### config.mk
export PLATFORM = sky130hd
export DESIGN_NAME = prbs_test_ctrl
export DESIGN_NICKNAME = d
export VERILOG_FILES = /design/src/rtl/prbs_test_pkg.sv /design/src/rtl/prbs_run_timer.sv /design/src/rtl/prbs_test_ctrl.sv
export SDC_FILE = /design/constraint.sdc
export NUM_CORES = 1
export LEC_CHECK = 0
export ABC_AREA = 1
export BUFFER_PORTS_ARGS = -buffer_cell sky130_fd_sc_hd__buf_2
export CORE_AREA = 2 2 128 117
export CTS_CLUSTER_DIAMETER = 200
export CTS_CLUSTER_SIZE = 14
export DETAILED_ROUTE_END_ITERATION = 16
export DIE_AREA = 0 0 130 119
export HOLD_SLACK_MARGIN = 0.1
export PLACE_DENSITY = 0.63
export SLEW_MARGIN = 40
export SYNTH_ARGS = -nofsm -noshare
export SYNTH_HDL_FRONTEND = slang
export SYNTH_SLANG_ARGS = --single-unit
### constraint.sdc
create_clock -name clk -period 2.7 [get_ports clk]
set_input_delay 0.675 -clock clk [delete_from_list [all_inputs] [get_ports clk]]
set_output_delay 0.675 -clock clk [all_outputs]
set_load 0.1 [all_outputs]
### src/rtl/prbs_test_pkg.sv
// Shared definitions for the PRBS check slice: sequencer state encoding and pattern width.
package prbs_test_pkg;

    localparam int PRBS_PAT_W = 32;

    typedef enum logic [1:0] {
        ST_IDLE = 2'd0,
        ST_ARM  = 2'd1,
        ST_RUN  = 2'd2,
        ST_DONE = 2'd3
    } prbs_state_t;

endpackage

### src/rtl/prbs_run_timer.sv
// Saturating RUN-cycle counter with budget compare; terminal fires on the last budgeted cycle.
module prbs_run_timer #(
    parameter int TMO_W = 16
) (
    input  logic             clk,
    input  logic             rst_n,
    input  logic             clr,
    input  logic             en,
    input  logic [TMO_W-1:0] limit,
    output logic [TMO_W-1:0] count,
    output logic             terminal
);

    logic [TMO_W-1:0] r_count;
    logic [TMO_W:0]   w_next_count;

    // One extra bit so a saturated count never wraps onto a small limit.
    assign w_next_count = {1'b0, r_count} + {{TMO_W{1'b0}}, 1'b1};
    assign terminal     = en && (limit != '0) && (w_next_count == {1'b0, limit});
    assign count        = r_count;

    // NOTE: state registers use non-blocking assignments so every flop samples pre-edge values.
    always_ff @(posedge clk or negedge rst_n) begin
        if (!rst_n) begin
            r_count <= '0;
        end else if (clr) begin
            r_count <= '0;
        end else if (en && (r_count != '1)) begin
            r_count <= w_next_count[TMO_W-1:0];
        end
    end

endmodule

### src/rtl/prbs_test_ctrl.sv
// Sequencer for one PRBS check run: config latch, detector clear, generator seed/enable,
// and a sticky pass/timeout/abort result.
module prbs_test_ctrl
    import prbs_test_pkg::*;
#(
    parameter int TMO_W = 16
) (
    input  logic                  clk,
    input  logic                  rst_n,
    input  logic                  start,
    input  logic                  abort,
    input  logic [PRBS_PAT_W-1:0] cfg_pattern,
    input  logic [7:0]            cfg_n_repeats,
    input  logic [7:0]            cfg_seed,
    input  logic [TMO_W-1:0]      cfg_timeout,
    input  logic                  det_found,
    output logic                  det_rst_n,
    output logic [PRBS_PAT_W-1:0] det_pattern,
    output logic [7:0]            det_n_repeats,
    output logic                  gen_load,
    output logic [7:0]            gen_seed,
    output logic                  gen_en,
    output logic                  busy,
    output logic                  done,
    output logic                  done_irq,
    output logic                  res_pass,
    output logic                  res_timeout,
    output logic                  res_abort,
    output logic [TMO_W-1:0]      run_cycles
);

    prbs_state_t      r_state, w_next;
    logic [TMO_W-1:0] r_timeout;
    logic             w_accept, w_set_pass, w_set_tmo, w_set_abort, w_terminal;

    prbs_run_timer #(.TMO_W(TMO_W)) u_timer (
        .clk      (clk),
        .rst_n    (rst_n),
        .clr      (w_accept),
        .en       (r_state == ST_RUN),
        .limit    (r_timeout),
        .count    (run_cycles),
        .terminal (w_terminal)
    );

    always_ff @(posedge clk or negedge rst_n) begin
        if (!rst_n) r_state <= ST_IDLE;
        else        r_state <= w_next;
    end

    // NOTE: every always_comb output gets a default first so no path can infer a latch.
    always_comb begin
        w_next      = r_state;
        w_accept    = 1'b0;
        w_set_pass  = 1'b0;
        w_set_tmo   = 1'b0;
        w_set_abort = 1'b0;
        case (r_state)
            ST_IDLE, ST_DONE: begin
                if (start) begin
                    w_next   = ST_ARM;
                    w_accept = 1'b1;
                end
            end
            ST_ARM: begin
                if (abort) begin
                    w_next      = ST_DONE;
                    w_set_abort = 1'b1;
                end else begin
                    w_next = ST_RUN;
                end
            end
            ST_RUN: begin
                if (abort) begin
                    w_next      = ST_DONE;
                    w_set_abort = 1'b1;
                end else if (det_found) begin
                    w_next     = ST_DONE;
                    w_set_pass = 1'b1;
                end else if (w_terminal) begin
                    w_next    = ST_DONE;
                    w_set_tmo = 1'b1;
                end
            end
            default: w_next = ST_IDLE;
        endcase
    end

    // Strobes are registered from the next state so they line up with the state they belong to.
    always_ff @(posedge clk or negedge rst_n) begin
        if (!rst_n) begin
            det_rst_n     <= 1'b0;
            det_pattern   <= '0;
            det_n_repeats <= '0;
            gen_seed      <= '0;
            r_timeout     <= '0;
            gen_load      <= 1'b0;
            gen_en        <= 1'b0;
            done_irq      <= 1'b0;
            res_pass      <= 1'b0;
            res_timeout   <= 1'b0;
            res_abort     <= 1'b0;
        end else begin
            if (w_accept) begin
                det_pattern   <= cfg_pattern;
                det_n_repeats <= cfg_n_repeats;
                gen_seed      <= cfg_seed;
                r_timeout     <= cfg_timeout;
                res_pass      <= 1'b0;
                res_timeout   <= 1'b0;
                res_abort     <= 1'b0;
            end
            if (w_set_pass)  res_pass    <= 1'b1;
            if (w_set_tmo)   res_timeout <= 1'b1;
            if (w_set_abort) res_abort   <= 1'b1;
            // Detector is held cleared in IDLE and ARM, released once the run begins.
            det_rst_n <= (w_next == ST_RUN) || (w_next == ST_DONE);
            gen_load  <= (w_next == ST_ARM);
            gen_en    <= (w_next == ST_RUN);
            done_irq  <= (w_next == ST_DONE) && (r_state != ST_DONE);
        end
    end

    assign busy = (r_state == ST_ARM) || (r_state == ST_RUN);
    assign done = (r_state == ST_DONE);

endmodule
### Word level (Yosys, flattened, before mapping)

Cells that the tools add are included.

| cells by class | value |
|---|---|
| add/sub/neg operators | 1 |
| reduce and logical (&&, ||, !) cells | 14 |
| shift-type cells | 0 |
| equal/unequal tests | 9 |
| $mul | 0 |
| order comparisons | 0 |
| bitwise gates (word level) | 0 |
| div/mod/pow operators | 0 |
| mux-type cells | 23 |

Operator list:

| cell | number |
|---|---|
| two-way mux 16 bit | 2 |
| adder 16 x 1 -> 17 bit, second input constant | 1 |
| equality test 17 x 16 -> 1 bit | 1 |
| two-way mux 1 bit | 16 |
| != test 16 bit, second input constant | 1 |
| nonzero test 16 bit | 1 |
| equality test 2 bit, second input constant | 4 |
| two-way mux 2 bit | 4 |
| nonzero test 2 bit | 4 |
| case mux 2 bit (3 select lines) | 1 |
| equality test 2 x 1 -> 1 bit, second input constant | 2 |
| logical AND 1 bit | 4 |
| OR reduction 2 bit | 2 |
| logical NOT 2 bit | 1 |
| logical OR 1 bit | 2 |
| != test 2 bit, second input constant | 1 |

| word-level totals | value |
|---|---|
| bits in writable memories | 0 |
| memory bits (read-only) | 0 |
| memories kept | 0 |
| word-level logic and storage cells | 60 |
| bits in registers | 89 |
| bits of input ports | 69 |
| bits in latches | 0 |

### Depth between registers and ports, before layout

| logic depth | value |
|---|---|
| depth after elaboration | 9 |
| mapped depth | 17 |
| mapped depth without buffers | 17 |

### Modules after synthesis

From an unflattened synthesis, not the netlist that was laid out.

| unflattened totals | value |
|---|---|
| cells, all modules | 549 |
| area total of the unflattened synthesis | 4226.6 um^2 |

Modules (own cells, without submodules):

| module | area each (um^2) | cells an instance | instances | seq. area each (um^2) |
|---|---|---|---|---|
| prbs_test_ctrl | 2819.0 | 318 | 1 | 1801.7 |
| prbs_run_timer | 1407.6 | 231 | 1 | 400.4 |

### Least setup slack after synthesis

No wires, ideal clock.

| timing | value |
|---|---|
| kind | flip-flop to flip-flop |
| from | reg u_timer.r_count[1], in the netlist u_timer.count[1] |
| to | reg done_irq |
| arrival | 2549 ps |
| cell stages (with the launch flop) | 16 |
| required time | 2631 ps |
| path buffers | 0 |
| path slack | 82 ps |
| cells stage by stage | dfrtp_1 > ha_1 > nand2_2 > nor2_4 > nand2_4 > inv_1 > nand3_1 > nand3b_1 > nand3_1 > nor2_1 > nand3_2 > nand2_1 > nand2_1 > nand2_2 > nand2_2 > nor2_2 |

| on the way | value |
|---|---|
| longest elaborated chain between the ends | 9 |

RTL lines:

| what | RTL line | text |
|---|---|---|
| start, declared | prbs_run_timer.sv:14 | `logic [TMO_W-1:0] r_count;` |
| start signal, assigned | prbs_run_timer.sv:29 | `r_count <= w_next_count[TMO_W-1:0];` |
| adder 16 x 1 -> 17 bit | prbs_run_timer.sv:18 | `assign w_next_count = {1'b0, r_count} + {{TMO_W{1'b0}}, 1'b1};` |
| equality test 17 x 16 -> 1 bit | prbs_run_timer.sv:19 | `assign terminal = en && (limit != '0) && (w_next_count == {1'b0, limit});` |
| logical AND 1 bit | prbs_run_timer.sv:19 |  |
| two-way mux 2 bit | prbs_test_ctrl.sv:80 | `end else if (w_terminal) begin` |
| two-way mux 2 bit | prbs_test_ctrl.sv:77 | `end else if (det_found) begin` |
| two-way mux 2 bit | prbs_test_ctrl.sv:74 | `if (abort) begin` |
| case mux 2 bit (3 select lines) | prbs_test_ctrl.sv:58 | `case (r_state)` |
| equality test 2 bit | prbs_test_ctrl.sv:120 | `done_irq <= (w_next == ST_DONE) && (r_state != ST_DONE);` |
| logical AND 1 bit | prbs_test_ctrl.sv:120 |  |
| end signal, assigned | prbs_test_ctrl.sv:120 |  |
| end, declared | prbs_test_ctrl.sv:25 | `output logic done_irq,` |

No other way between the ends.
A chain may end at the register's enable or synchronous reset.

### Final worst setup path

| timing | value |
|---|---|
| from | reg r_state[0] |
| to | out busy |

| on the way | value |
|---|---|
| longest elaborated chain between the ends | 2 |
| elaborated cells on any way between the ends | 3 |

RTL lines:

| what | RTL line | text |
|---|---|---|
| start, declared | prbs_test_ctrl.sv:32 | `prbs_state_t r_state, w_next;` |
| start signal, assigned | prbs_test_ctrl.sv:48 | `else r_state <= w_next;` |
| equality test 2 x 1 -> 1 bit / equality test 2 bit (equally long branches) | prbs_test_ctrl.sv:124 | `assign busy = (r_state == ST_ARM) \|\| (r_state == ST_RUN);` |
| logical OR 1 bit * | prbs_test_ctrl.sv:124 |  |
| end, declared | prbs_test_ctrl.sv:23 | `output logic busy,` |

Every way passes the cells marked *; elsewhere a longest branch is shown, timed or not.

==> reports/metrics.yaml <==
slew_headroom: 0.521
layout.cells.most_common: "nand2_1"
critPathCaptureType: "primary output"
clock_insertion_delay_worst_skew_ns: 0.35
gr-usage-all-layers: 0.153
quantity_of_gates_resized_following_cts: 0
critPathLaunchType: "register"
cp_slowest_cell: "buf_2"
vias_per_cell: 4.33
share_of_layout_cells_above_drive_strength_1: 0.269
layout_common_cells: "nand2_1, buf_2, dfrtp_1"
design.die.area_sq_um: 15500
critical_path.most_common_cell: "inv_1"
avgSynthCellArea_sq_um: 7.82
hold_path_class: "input pin to async pin"
initial_antenna_violation_count: 0
crit_arrival_ns: 1.69
numClockSinks: 89
final-hold-violation-count: 0
cts_max_level: 3
route.detailed.wl_per_inst_um: 12.7
worstRegToRegCells: 9
antenna_diode_count: 0
grt_use_met3: 0.0602
r2r-end: "u_timer.count[14]"
critical_path_class: "register to primary output"
synth.cell_area_sq_um: 4160
timing.max_cap.violations: 0
ys_warn_count: 0
remaining_drc_errors: 0
globalRoute.busiestLayer: "met2"
critical_path.max_fanout: 7
required_ns: 2.03
cts-root-buf: "clkbuf_16"
cts_buffers: 9
worst_path_largest_cell_delay_ns: 0.42
cts-root-to-sink-buffers: 2
initialDrtViolationCount: 177
syn2layout_area_growth_pct: 30.9
die_width_um: 130
pin_count_of_the_biggest_net_entering_global_routing: 77
vias_in_the_first_global_route: 3787
core_sq_um: 14300
path_clk_slew_ns: 0.07
fmax_ghz: 0.423
place.detailed.hpwl_um: 8190
slew_violations: 0
drt_pre_antenna_iters: 4
post_cts.repair.setup_buffers: 0
setup.worst_path.start: "r_state[0]"
grt_setup_unrepaired: "no"
met1_demand_to_capacity_share_in_global_routing: 0.198
gp_congestion: 0.885
fin_worst_skew_ns: 0.00582
seq_area_frac_synth: 0.535
route.vias.total: 3803
grt-ovfl-total: 0
report.final.setup_viol: 0
crit_share_post_route: 0.875
tritoncts_clock_tree: "yes"
synthDistinctLibCells: 26
port-buffer-count: 141
worst_slew_pin_slew_ns: 0.719
r2r_slack_ns: 0.55
drt-total-wl_um: 11200
critical_path.endpoint: "busy"
synth_seq_cells: 89
finalSetupTns_ns: 0
timing.critical_path.cells: "inv_1 > ha_1 > inv_1 > buf_2"
holdBufCountCts: 0
initial_core_util: 0.290
first_pass_grt_wire_length_um: 18600
placementRows: 42
nNetsFinal: 748
critical_path.reg2reg.startpoint: "u_timer.count[1]"
top_level_ports: 142
postSynthNetCount: 605
grt_util_met2: 0.241
outcome: "complete, no violations"
die_h_um: 119
fin_crit_ns: 2.36
antenna_left: 0
synthesis.instances: 532
## metrics by stage
step	cells	setup WS [ns]	hold slack [ns]	util	area [sq um]
after CTS	878	0.312	0.323	0.379	5440
after floorplan	532	0.0822	0.379	-	4160
after detailed placement	862	0.545	0.459	0.357	5120
final	878	0.336	0.308	0.379	5440
after global placement	862	0.614	0.461	0.357	5120
after global routing	878	0.234	0.351	0.379	5440
## Yosys cell counts (all sizes together)
cell / n / area, sq um
a21o: 1 / 7.51
a21oi: 2 / 10.0
a32o: 1 / 10.0
buf: 4 / 15.0
clkbuf: 11 / 41.3
clkinv: 1 / 3.75
dfrtp: 89 / 2230
ha: 4 / 50.1
inv: 40 / 150
nand2: 263 / 1010
nand3: 34 / 175
nand3b: 3 / 22.5
nand4: 2 / 12.5
nor2: 37 / 179
nor3: 4 / 20.0
o21ai: 23 / 115
o22ai: 9 / 56.3
xnor2: 1 / 8.76
xnor3: 1 / 22.5
xor2: 2 / 17.5
## registers in the layout, summed over array words and instances, names as in the netlist, 2 cells and up
signal	flops
r_timeout	16
u_timer.count	16
det_n_repeats	8
r_state	2
det_pattern	32
gen_seed	8
## area by class of cell
class / count / area [sq um]
fillers: 1463 / 8900
repair buffers: 147 / 766
clock inverters: 7 / 100
inverters: 41 / 154
well taps: 198 / 248
flip-flops and latches: 89 / 2230
multi-input cells: 387 / 1720
clock buffers: 9 / 225
## layer usage
layer / vias to the layer above / share of wire / wire, um
li1: 1941 / - / -
met1: 1721 / 0.45 / 5020
met2: 132 / 0.45 / 5070
met3: 9 / 0.084 / 939
met4: 0 / 0.013 / 140
met5: - / 0 / 0
## kinds of logic after synthesis
kind of cell	after synthesis	share of synthesized area
AO/OA/AOI/OAI	36	0.0478
XOR/XNOR	4	0.0117
adder cells (fa/ha/maj)	4	0.0120
buffers and inverters	56	0.0505
flip-flops	89	0.536
AND/OR/NAND/NOR	343	0.342
## worst min-delay path by stage
| stage | start | end | slack [ns] | depth (start not counted) |
|---|---|---|---|---|
| floorplan | rst_n | det_n_repeats[0] | 0.38 | 0 |
| global route | rst_n | res_pass | 0.35 | 1 |
| detailed placement | gen_seed[3] | gen_seed[3] | 0.46 | 2 |
| CTS | rst_n | r_timeout[3] | 0.32 | 1 |
| global placement | det_pattern[24] | det_pattern[24] | 0.46 | 2 |
| finish | rst_n | r_timeout[3] | 0.31 | 1 |
## critical path, delay by kind of cell, from the launching register on
kind                       cells  cell delay (ns)
buffers and inverters          3             0.56
DFF                            1             0.40
adders and majority gates      1             0.38
Power is left out: the tool's default activity adds up to more than one toggle a clock period on the data nets, which glitch-free logic cannot reach.
